## src/rtl/fetch_unit_if.sv

```systemverilog
// Fetch unit bus: instruction-memory request channel, CPU redirect and instruction-buffer head.
// The master modport is the fetch unit; the slave modport is the memory/CPU environment.
interface fetch_unit_if;
  logic        mem_req;
  logic [15:0] mem_addr;
  logic        mem_ack;
  logic [15:0] mem_data;
  logic        redirect;
  logic [15:0] redirect_pc;
  logic        ir_valid;
  logic [15:0] ir;
  logic [15:0] ir_pc;
  logic        ir_ready;
  logic        fault;

  modport master (
    output mem_req, mem_addr, ir_valid, ir, ir_pc, fault,
    input  mem_ack, mem_data, redirect, redirect_pc, ir_ready
  );

  modport slave (
    input  mem_req, mem_addr, ir_valid, ir, ir_pc, fault,
    output mem_ack, mem_data, redirect, redirect_pc, ir_ready
  );
endinterface

```

## src/rtl/fetch_unit.sv

```systemverilog
// Instruction prefetcher feeding a DEPTH-entry buffer, with redirect flush.
// Optional macro FETCH_FAULT_EN builds the sticky misaligned-redirect fault flag.
module fetch_unit #(
  parameter int          DEPTH    = 4,
  parameter logic [15:0] RESET_PC = 16'h0000
) (
  input logic          clk,
  input logic          rst,
  fetch_unit_if.master bus
);
  localparam int AW = $clog2(DEPTH);
  localparam int CW = AW + 1;
  localparam logic [CW-1:0] FULL = CW'(DEPTH);

  typedef enum logic {FETCH = 1'b0, WAIT = 1'b1} state_t;

  state_t        stateR, stateNext;
  logic          reqR;
  logic          validR;
  logic [15:0]   pcR, pcNext;
  logic [AW-1:0] headR, headNext, tailR, tailNext;
  logic [CW-1:0] countR, countNext;
  logic [15:0]   wordBuf [DEPTH];
  logic [15:0]   addrBuf [DEPTH];
  logic          push, pop;

  // reqR is zero straight out of reset, so a stale ack during the first cycle never pushes
  assign push = reqR & bus.mem_ack & ~bus.redirect;
  assign pop  = validR & bus.ir_ready & ~bus.redirect;

  // Next-state, pointer, count and fetch-PC computation
  always_comb begin
    stateNext = stateR;
    pcNext    = pcR;
    headNext  = headR;
    tailNext  = tailR;
    countNext = countR;
    if (bus.redirect) begin
      stateNext = FETCH;
      pcNext    = {bus.redirect_pc[15:1], 1'b0};
      headNext  = '0;
      tailNext  = '0;
      countNext = '0;
    end else begin
      if (push) begin
        pcNext   = pcR + 16'd2;
        tailNext = tailR + AW'(1);
      end else begin
        pcNext   = pcR;
        tailNext = tailR;
      end
      if (pop) begin
        headNext = headR + AW'(1);
      end else begin
        headNext = headR;
      end
      countNext = countR + CW'(push) - CW'(pop);
      case (stateR)
        FETCH:   stateNext = (countNext == FULL) ? WAIT : FETCH;
        WAIT:    stateNext = (countNext < FULL) ? FETCH : WAIT;
        default: stateNext = FETCH;
      endcase
    end
  end

  // Control state, pointers and registered handshake outputs
  always_ff @(posedge clk or negedge rst) begin
    if (!rst) begin
      stateR <= FETCH;
      reqR   <= 1'b0;
      validR <= 1'b0;
      pcR    <= RESET_PC;
      headR  <= '0;
      tailR  <= '0;
      countR <= '0;
    end else begin
      stateR <= stateNext;
      reqR   <= (stateNext == FETCH);
      validR <= (countNext != '0);
      pcR    <= pcNext;
      headR  <= headNext;
      tailR  <= tailNext;
      countR <= countNext;
    end
  end

  // Buffer storage carries no reset; validity is tracked by countR alone
  always_ff @(posedge clk) begin
    if (push) begin
      wordBuf[tailR] <= bus.mem_data;
      addrBuf[tailR] <= pcR;
    end
  end

  assign bus.mem_req  = reqR;
  assign bus.mem_addr = pcR;
  assign bus.ir_valid = validR;
  assign bus.ir       = wordBuf[headR];
  assign bus.ir_pc    = addrBuf[headR];

`ifdef FETCH_FAULT_EN
  logic faultR;

  // Sticky flag: any odd redirect target sets it until reset
  always_ff @(posedge clk or negedge rst) begin
    if (!rst) begin
      faultR <= 1'b0;
    end else if (bus.redirect && bus.redirect_pc[0]) begin
      faultR <= 1'b1;
    end else begin
      faultR <= faultR;
    end
  end

  assign bus.fault = faultR;
`else
  logic unusedPcBit;
  assign unusedPcBit = bus.redirect_pc[0];
  assign bus.fault   = 1'b0;
`endif
endmodule

```

## src/flat_wrapper.sv

```systemverilog
// flat-port wrapper written by rule: the top's interface ports become plain ports
module fetch_unit_flat 
#(
  parameter int          DEPTH    = 4,
  parameter logic [15:0] RESET_PC = 16'h0000
)
  (clk, rst, bus_mem_req, bus_mem_addr, bus_ir_valid, bus_ir, bus_ir_pc, bus_fault, bus_mem_ack, bus_mem_data, bus_redirect, bus_redirect_pc, bus_ir_ready);
  fetch_unit_if bus_i ();
  input logic clk;
  input logic rst;
  output wire logic [$bits(bus_i.mem_req)-1:0] bus_mem_req;
  output wire logic [$bits(bus_i.mem_addr)-1:0] bus_mem_addr;
  output wire logic [$bits(bus_i.ir_valid)-1:0] bus_ir_valid;
  output wire logic [$bits(bus_i.ir)-1:0] bus_ir;
  output wire logic [$bits(bus_i.ir_pc)-1:0] bus_ir_pc;
  output wire logic [$bits(bus_i.fault)-1:0] bus_fault;
  input wire logic [$bits(bus_i.mem_ack)-1:0] bus_mem_ack;
  input wire logic [$bits(bus_i.mem_data)-1:0] bus_mem_data;
  input wire logic [$bits(bus_i.redirect)-1:0] bus_redirect;
  input wire logic [$bits(bus_i.redirect_pc)-1:0] bus_redirect_pc;
  input wire logic [$bits(bus_i.ir_ready)-1:0] bus_ir_ready;
  assign bus_mem_req = bus_i.mem_req;
  assign bus_mem_addr = bus_i.mem_addr;
  assign bus_ir_valid = bus_i.ir_valid;
  assign bus_ir = bus_i.ir;
  assign bus_ir_pc = bus_i.ir_pc;
  assign bus_fault = bus_i.fault;
  assign bus_i.mem_ack = bus_mem_ack;
  assign bus_i.mem_data = bus_mem_data;
  assign bus_i.redirect = bus_redirect;
  assign bus_i.redirect_pc = bus_redirect_pc;
  assign bus_i.ir_ready = bus_ir_ready;
  fetch_unit #(.DEPTH(DEPTH), .RESET_PC(RESET_PC)) u_core (.clk(clk), .rst(rst), .bus(bus_i));
endmodule
```

## config.mk

```make
export PLATFORM = sky130hd
export DESIGN_NAME = fetch_unit_flat
export DESIGN_NICKNAME = d
export VERILOG_FILES = /design/src/rtl/fetch_unit_if.sv /design/src/rtl/fetch_unit.sv /design/src/flat_wrapper.sv
export SDC_FILE = /design/constraint.sdc
export NUM_CORES = 1
export LEC_CHECK = 0
export ABC_CLOCK_PERIOD_IN_PS = 6000
export CAP_MARGIN = 20
export CORE_AREA = 2 2 104 106
export CTS_BUF_LIST = sky130_fd_sc_hd__clkbuf_8 sky130_fd_sc_hd__clkbuf_16
export CTS_CLUSTER_DIAMETER = 60
export DETAILED_ROUTE_END_ITERATION = 8
export DIE_AREA = 0 0 106 108
export PLACE_DENSITY_LB_ADDON = 0.15
export SLEW_MARGIN = 20
export SYNTH_ARGS = -nofsm -noshare
export SYNTH_HDL_FRONTEND = slang
export SYNTH_SLANG_ARGS = --single-unit
```

## constraint.sdc

```tcl
create_clock -name clk -period 6 [get_ports clk]
set_clock_uncertainty 0.2 [all_clocks]
set_input_delay 1.5 -clock clk [delete_from_list [all_inputs] [get_ports clk]]
set_output_delay 1.5 -clock clk [all_outputs]
set_load 0.005 [all_outputs]
```

Word level (Yosys, flattened, before mapping):

Memory sizes are Yosys's and may differ from the RTL's.
Cells that the tools add are included.

* register bits after elaboration: 26
* memory bits (writable): 128
* input port bits: 37
* memories: 2

Memories
* u_core.addrBuf: depth 4, bits a word 16, rd ports 1, clocked after memory_dff 0, write ports 1, line fetch_unit.sv:24 `logic [15:0] addrBuf [DEPTH];`
* u_core.wordBuf: depth 4, bits a word 16, rd ports 1, clocked after memory_dff 0, write ports 1, line fetch_unit.sv:23 `logic [15:0] wordBuf [DEPTH];`

* add/subtract/negate cells: 5
* $lt $le $gt $ge: 1
* equal/unequal tests: 1
* multiplexer cells: 13
* bitwise operators: 7
* reductions and logical operators: 3

Operators by type and width (count)
* $mux 16: 2
* $add 16x2->16 const B: 1
* $mux 2: 4
* $mux 1: 5
* $add 2x1->2 const B: 2
* $and 1x1->1: 4
* $reduce_bool 2->1: 2
* $add 3x1->3: 1
* $eq 3x3->1 const B: 1
* $lt 3x3->1 const B: 1
* $mux 3: 1
* $not 1->1: 3
* $reduce_bool 3->1: 1
* $sub 3x1->3: 1
* $pmux 1 s2: 1

Depth between registers and ports, before layout:

Gate-level depths: netlist of run 1.

* word-level depth: 9
* gate-level depth with buffers: 11
* mapped depth without buffers: 10

Least setup slack after synthesis of run 1:

OpenSTA, ideal clock, no wires.

* kind: input to register
* from: input port bus_redirect
* to: register u_core.validR (netlist: u_core.bus.ir_valid)
* setup time: 131 ps
* arrival: 3505 ps
* data required time: 5669 ps
* path slack: 2163 ps
* cell stages on the path: 11
* buffers on the path: 2
* path through: clkbuf_1 > clkbuf_1 > nor2_1 > ha_1 > inv_1 > ha_1 > inv_1 > fa_1 > xnor2_1 > nor2_1 > or3_1

* cells in the longest elaborated chain, start to end: 6
* elaborated cells on any way between the ends: 7
* those cells by class: add/sub (2); mux (1); bitwise (3); reduce/logical (1)

RTL lines
* start, declared: line flat_wrapper.sv:19 `input wire logic [$bits(bus_i.redirect)-1:0] bus_redirect;`
* $not 1->1: line fetch_unit.sv:28, fetch_unit.sv:29
* $and 1x1->1: line fetch_unit.sv:28 `assign push = reqR & bus.mem_ack & ~bus.redirect;`
* $add 3x1->3: line fetch_unit.sv:57 `countNext = countR + CW'(push) - CW'(pop);`
* $sub 3x1->3: line fetch_unit.sv:57
* $mux 3 *: line fetch_unit.sv:38 `if (bus.redirect) begin`
* net u_core.countNext[2]: line fetch_unit.sv:22 `logic [CW-1:0] countR, countNext;`
* $reduce_bool 3->1 *: line fetch_unit.sv:79 `validR <= (countNext != '0);`
* end signal, assigned: line fetch_unit.sv:79
* end, declared: line fetch_unit.sv:19 `logic validR;`

The timed path passes the listed nets; every way through them passes the cells marked *.
A chain may end at the register's enable or synchronous reset.

Worst setup path after layout of run 1:

* from: register u_core.headR[0]
* to: output port bus_ir_pc[15]

* cells in the longest elaborated chain, start to end: 1

RTL lines
* start, declared: line fetch_unit.sv:21 `logic [AW-1:0] headR, headNext, tailR, tailNext;`
* start signal, assigned: line fetch_unit.sv:81 `headR <= headNext;`
* $mem_v2 4x16
* end, declared: line flat_wrapper.sv:15 `output wire logic [$bits(bus_i.ir_pc)-1:0] bus_ir_pc;`

Every way passes these cells.

==> metrics.txt, run 1 <==
Synth-to-Final Area Change=26.34%; worst hold slack=0.2753 ns; TritonCTS Buffers=17; commonest non-fill, non-tap cells in the layout=124 x edfxtp_1, 83 x clkdlybuf4s50_1, 31 x mux4_2; clock-pin slew on the worst setup and hold paths=0.06 ns; post-synthesis adder-cell area fraction=1.827%; WL final=10.25 mm; worst slew pin tran=0.8610 ns; Synth Register Bits=149; GP Congestion=0.7467; antenna violations before repair=0; CP required=4.30 ns; share of cells above drive strength 1=19.08%; cts repair resizes=0; final cycle utilization of the critical path=74.14%; area of the multi-input gates=1451 um2; htree depth=4; filler instances=644; Leakage=2.521 nW; die area=11450 um2; Core Area=10230 um2; Placed Area=6863 um2; Root Buffer Master=clkbuf_8; clock tree from TritonCTS=done; Crit. End Element=primary output; maxcap violations=0; hold_sp=u_core.stateR; hold_buf cts=0; Die X-Extent=106 um; post-layout util=72.74%; Final nets=446; Max VDD drop=0.1931 mV; met1 Usage GRT=25.39%; crit path time final=4.448 ns; Worst R2R End=u_core.bus.ir_valid; Yosys warning total=0; DRC=0; fin. max-slew vios=0; FF-to-FF path depth=8; Synth Cell Area=5891 um2; initial core utilization=57.58%; final hold violation count=0; Port Buffer Count=83; kind of critical path=reg2out; # setup viols final=0; RSZ-0062 raised after global routing=false; wire per inst=18.64 um; clock sink total=149; DIE HEIGHT=108 um; Post-CTS Setup Inserts=0; Clock Tree Buf Depth=2; I/O pin count=88; Pwr Density=384.8 nW/um2; largest family of logic cells by synthesized area=multiplexers; combinational power share=17.9%; Avg Inst Size Synth=19.13 um2; reg2reg setup slack=3.65 ns; 1st-pass router iterations=4; register area share after synthesis=73.83%; Slew HR=42.60%; Fin Setup TNS=0 ns; switching power=0.0006830 W; largest net degree at the start of global routing=38; Yosys top cell by area=edfxtp_1; Max Fanout on Critical Path=18; R2R Path Start=u_core.bus.mem_req; gr ovfl total=0; ANT nets after route=0; WHS Path Cells=1; Rows=37; crit path DAT=2.75 ns; worst hold path type=reg2reg; Post-Layout Inst Area=7442 um2; post-synthesis mux area share=12.60%; worst hold endpoint=u_core.bus.mem_req; Synth Area in Simple Gates=5.862%; Reg area=4350 um2; Pint=0.002180 W; Area contributors post-synth=edfxtp_1 63%, mux4_2 12%, dfrtp_1 11%; Synth cell types=31; M2 GR Usage=32.12%; Total GRT Usage=19.41%; most common cell after layout, fill and taps aside=edfxtp_1; top cell type's share of synthesized area=63.21%; max frequency=0.2248 GHz; clock latency on the worst-skew pair=0.51 ns; vias in the first global route=3148; GR peak layer=met2; Final WS setup=1.552 ns; startpoint types=flip-flop; HPWL after DPL=6.035 mm; Clock power frac=35.8%; first-pass GRT wire length=16.26 mm; initial drt markers=170; # diodes=0; Post-Synthesis Cells=308; worst slack, placed=1.800 ns; Synth Area in Compound Gates=1.402%; drt via density=5.531; GRT met3 Usage=5.184%; Sw Share=23.85%; run status=complete, no violations; xor/xnor share of the synthesized area=2.676%; via count=3042; Flop pwr share=46.3%
per-layer routing:
| layer | wire (um) | part of all wire [%] |
|---|---|---|
| met1 | 4474 | 44 |
| met2 | 5259 | 51 |
| met3 | 438 | 4.3 |
| met4 | 80 | 0.78 |
| met5 | 0 | 0 |
power groups by stage:
| stage | Clock, W | Combinational [W] | Sequential (W) |
|---|---|---|---|
| 2_1_floorplan | 0 | 0.000291 | 0.00131 |
| 3_3_place_gp | 0 | 0.000515 | 0.00134 |
| 3_5_place_dp | 0 | 0.000520 | 0.00135 |
| 4_1_cts | 0.00103 | 0.000524 | 0.00133 |
| 5_1_grt | 0.00108 | 0.000557 | 0.00134 |
| 6_report | 0.00102 | 0.000513 | 0.00133 |
how the worst max path moves through the flow:
stage | cells after the start | start | slack (ns) | end
6_report | 3 | u_core.headR[0] | 1.55 | bus_ir_pc[15]
5_1_grt | 3 | u_core.headR[0] | 1.37 | bus_ir_pc[5]
4_1_cts | 3 | u_core.headR[0] | 1.46 | bus_ir_pc[5]
3_5_place_dp | 11 | bus_redirect | 1.80 | u_core.bus.ir_valid
3_3_place_gp | 11 | bus_redirect | 1.84 | u_core.bus.ir_valid
2_1_floorplan | 11 | bus_redirect | 2.16 | u_core.bus.ir_valid
final cells by class:
cell class              count  area share (%)
clock buffers              17           5.565
multi-input cells         138           19.50
flip-flops and latches    149           58.46
inverters                   8          0.4035
repair buffers             87           11.57
well taps                 136           2.286
clock inverters            15           2.219
synthesized netlist by cell type, drive strengths merged:
cell	count
and2	5
nand4	6
mux2	3
conb	1
nand3	5
inv	8
edfxtp	124
fa	1
or3	1
mux4	31
dfrtp	25
nor3	4
nor2b	2
o21ai	12
a221o	1
xnor2	12
nor2	11
buf	9
a21oi	1
o21a	1
nor3b	1
nand2	19
ha	7
xor2	6
mux2i	1
clkbuf	6
nor4	5
cell families (layout without fill, tap and decap cells):
| group | after synthesis | count (layout) |
|---|---|---|
| buffers and inverters | 23 | 127 |
| other | 1 | 3 |
| AND/OR/NAND/NOR | 59 | 59 |
| XOR/XNOR | 18 | 18 |
| flip-flops | 149 | 149 |
| AO/OA/AOI/OAI | 15 | 15 |
| multiplexers | 35 | 35 |
| adder cells (fa/ha/maj) | 8 | 8 |
through the flow:
| stage | std cells | total power, W |
|---|---|---|
| CTS | 550 | 0.002886 |
| floorplan | 310 | 0.001600 |
| global placement | 518 | 0.001856 |
| detailed placement | 518 | 0.001868 |
| finish | 550 | 0.002863 |
| global route | 550 | 0.002974 |
flip-flops by register name (all words and copies together), names as in the netlist:
register and flops:
u_core.headR 2, u_core.wordBuf 64, u_core.bus.mem_addr 15, u_core.addrBuf 60, u_core.stateR 1, u_core.countR 3
u_core.tailR 2, u_core.bus.mem_req 1, u_core.bus.ir_valid 1
critical path: stages, from the launching register on:
cell	delay, ns
dfrtp_2	0.76
buf_4	0.44
mux4_2	0.57
clkdlybuf4s50_1	0.46
Power figures use the tool's default switching activity.
==> run 2: changes to the inputs <==
--- a/config.mk
+++ b/config.mk
@@ -5,13 +5,13 @@
 export SDC_FILE = /design/constraint.sdc
 export NUM_CORES = 1
 export LEC_CHECK = 0
-export ABC_CLOCK_PERIOD_IN_PS = 6000
+export ABC_CLOCK_PERIOD_IN_PS = 4270
 export CAP_MARGIN = 20
-export CORE_AREA = 2 2 104 106
+export CORE_AREA = 2 2 108 110
 export CTS_BUF_LIST = sky130_fd_sc_hd__clkbuf_8 sky130_fd_sc_hd__clkbuf_16
 export CTS_CLUSTER_DIAMETER = 60
 export DETAILED_ROUTE_END_ITERATION = 8
-export DIE_AREA = 0 0 106 108
+export DIE_AREA = 0 0 110 112
 export PLACE_DENSITY_LB_ADDON = 0.15
 export SLEW_MARGIN = 20
 export SYNTH_ARGS = -nofsm -noshare
==> constraint.sdc (replaced) <==
create_clock -name clk -period 4.27 [get_ports clk]
set_clock_uncertainty 0.2 [all_clocks]
set_input_delay 1.0675 -clock clk [delete_from_list [all_inputs] [get_ports clk]]
set_output_delay 1.0675 -clock clk [all_outputs]
set_load 0.005 [all_outputs]
==> metrics.txt, run 2 (same netlist as run 1, synthesis figures left out) <==
met1 Usage GRT=26.59%; post-layout util=67.25%; Slew HR=56.31%; DIE HEIGHT=112 um; share of cells above drive strength 1=19.76%; clock latency on the worst-skew pair=0.41 ns; worst hold path type=reg2reg; die area=12320 um2; final cycle utilization of the critical path=86.36%; gr ovfl total=0; final hold violation count=0; Final nets=452; clock sink total=149; GR peak layer=met2; # diodes=0; reg2reg setup slack=1.92 ns; worst slew pin tran=0.6533 ns; crit path from=u_core.headR[0]; wire per inst=19.11 um; Cell Count, Final, Fillers Out=563; # setup viols final=0; maxcap violations=0; via count=2992; initial drt markers=150; max frequency=0.2712 GHz; run status=complete, no violations; htree depth=4; Worst path top cell family by delay=buffers and inverters; Placed Cells=531; Max Fanout on Critical Path=13; RSZ-0062 raised after global routing=false; drt via density=5.314; commonest non-fill, non-tap cells in the layout=124 x edfxtp_1, 83 x clkdlybuf4s50_1, 31 x mux4_2; largest net degree at the start of global routing=32; max reg flops=64; first-pass GRT wire length=17.27 mm; largest register by flop count=u_core.wordBuf; startpoint types=flip-flop; clock tree from TritonCTS=done; 1st-pass router iterations=4; Die X-Extent=110 um; M2 GR Usage=30.88%; cts repair resizes=0; Flop pwr share=46.2%; ANT nets after route=0; kind of critical path=reg2out; switching power=0.0009455 W; combinational power share=18.8%; R2R Path Start=u_core.bus.mem_req; CP required=3.00 ns; worst hold slack=0.2662 ns; DRC=0; Pint=0.003077 W; Fin Setup TNS=0 ns; HPWL after DPL=6.722 mm; Post-CTS Setup Inserts=0; FF-to-FF path depth=8; worst stage delay on the critical path=0.68 ns; Pwr Density=535.3 nW/um2; Max VDD drop=0.2845 mV; GRT met3 Usage=5.211%; Root Buffer Master=clkbuf_16; vias in the first global route=3222; hold_sp=u_core.stateR; Worst R2R End=u_core.bus.ir_valid; crit path time final=3.687 ns; clock-pin slew on the worst setup and hold paths=0.05 ns; Clock power frac=35.0%; GP Congestion=0.7419; crit-path cells=buf_4 -> mux4_2 -> clkdlybuf4s50_1; Clock Tree Buf Depth=2; fin. max-slew vios=0; TritonCTS Buffers=17; Sw Share=23.50%; Leakage=2.558 nW; Rows=39; crit path DAT=2.42 ns; initial core utilization=52.72%; Synth-to-Final Area Change=27.57%; I/O pin count=88; hold_buf cts=0; antenna violations before repair=0; most common cell after layout, fill and taps aside=edfxtp_1; WP buf/inv=2; CP Depth=3; Setup crit end=bus_ir_pc[3]; Crit. End Element=primary output; Slowest-stage cell, CP=dfrtp_2; filler instances=743; Total GRT Usage=19.54%; Core Area=11170 um2; WL final=10.76 mm; Port Buffer Count=83
## run 2: area by class of cell
cell class	count	area [um2]	share of cell area [%]
Clock buffer	19	452.9	6.027
Multi-Input combinational cell	138	1451	19.31
Clock inverter	13	120.1	1.598
Timing Repair Buffer	93	930.9	12.39
Inverter	8	30.03	0.3996
Tap cell	143	178.9	2.381
Sequential cell	149	4350	57.89
## run 2: metal layers
| layer | routed length [um] | vias up | part of all wire (%) |
|---|---|---|---|
| met3 | 615 | 9 | 5.7 |
| met4 | 110 | 0 | 1.0 |
| met1 | 4617 | 1493 | 43 |
| li1 | - | 1396 | - |
| met2 | 5415 | 94 | 50 |
| met5 | 0 | - | 0 |
## run 2: power by group through the flow
| stage | Sequential, W | Clock [W] | Combinational (W) |
|---|---|---|---|
| 2_1_floorplan | 0.00184 | 0 | 0.000409 |
| 3_3_place_gp | 0.00188 | 0 | 0.000753 |
| 3_5_place_dp | 0.00189 | 0 | 0.000767 |
| 4_1_cts | 0.00186 | 0.00143 | 0.000775 |
| 5_1_grt | 0.00188 | 0.00150 | 0.000827 |
| 6_report | 0.00186 | 0.00141 | 0.000756 |
## run 2: worst min path at each step
stage | endpoint | slack, ns | cells after the start
6_report | u_core.bus.mem_req | 0.27 | 1
5_1_grt | u_core.bus.mem_req | 0.29 | 1
4_1_cts | u_core.bus.mem_req | 0.27 | 1
3_5_place_dp | u_core.bus.mem_req | 0.27 | 1
3_3_place_gp | u_core.bus.mem_req | 0.27 | 1
2_1_floorplan | u_core.bus.mem_req | 0.24 | 1
## run 2: through the flow
stage | area, um2 | setup slack, ns | total power [W]
floorplan | 5898 | 0.8658 | 0.002249
global placement | 6942 | 0.7925 | 0.002633
detailed placement | 6942 | 0.7507 | 0.002657
CTS | 7515 | 0.4945 | 0.004069
global route | 7515 | 0.4366 | 0.004210
finish | 7515 | 0.5825 | 0.004023
## run 2: worst reg2reg max path: cells and delay by family (launching register included)
family / cells / cell delay, ns
xor gates and xnor gates: 1 / 0.16
adders and majority gates: 2 / 0.57
buffers and inverters: 1 / 0.05
DFF: 1 / 0.45
and+or+nand+nor: 4 / 0.80
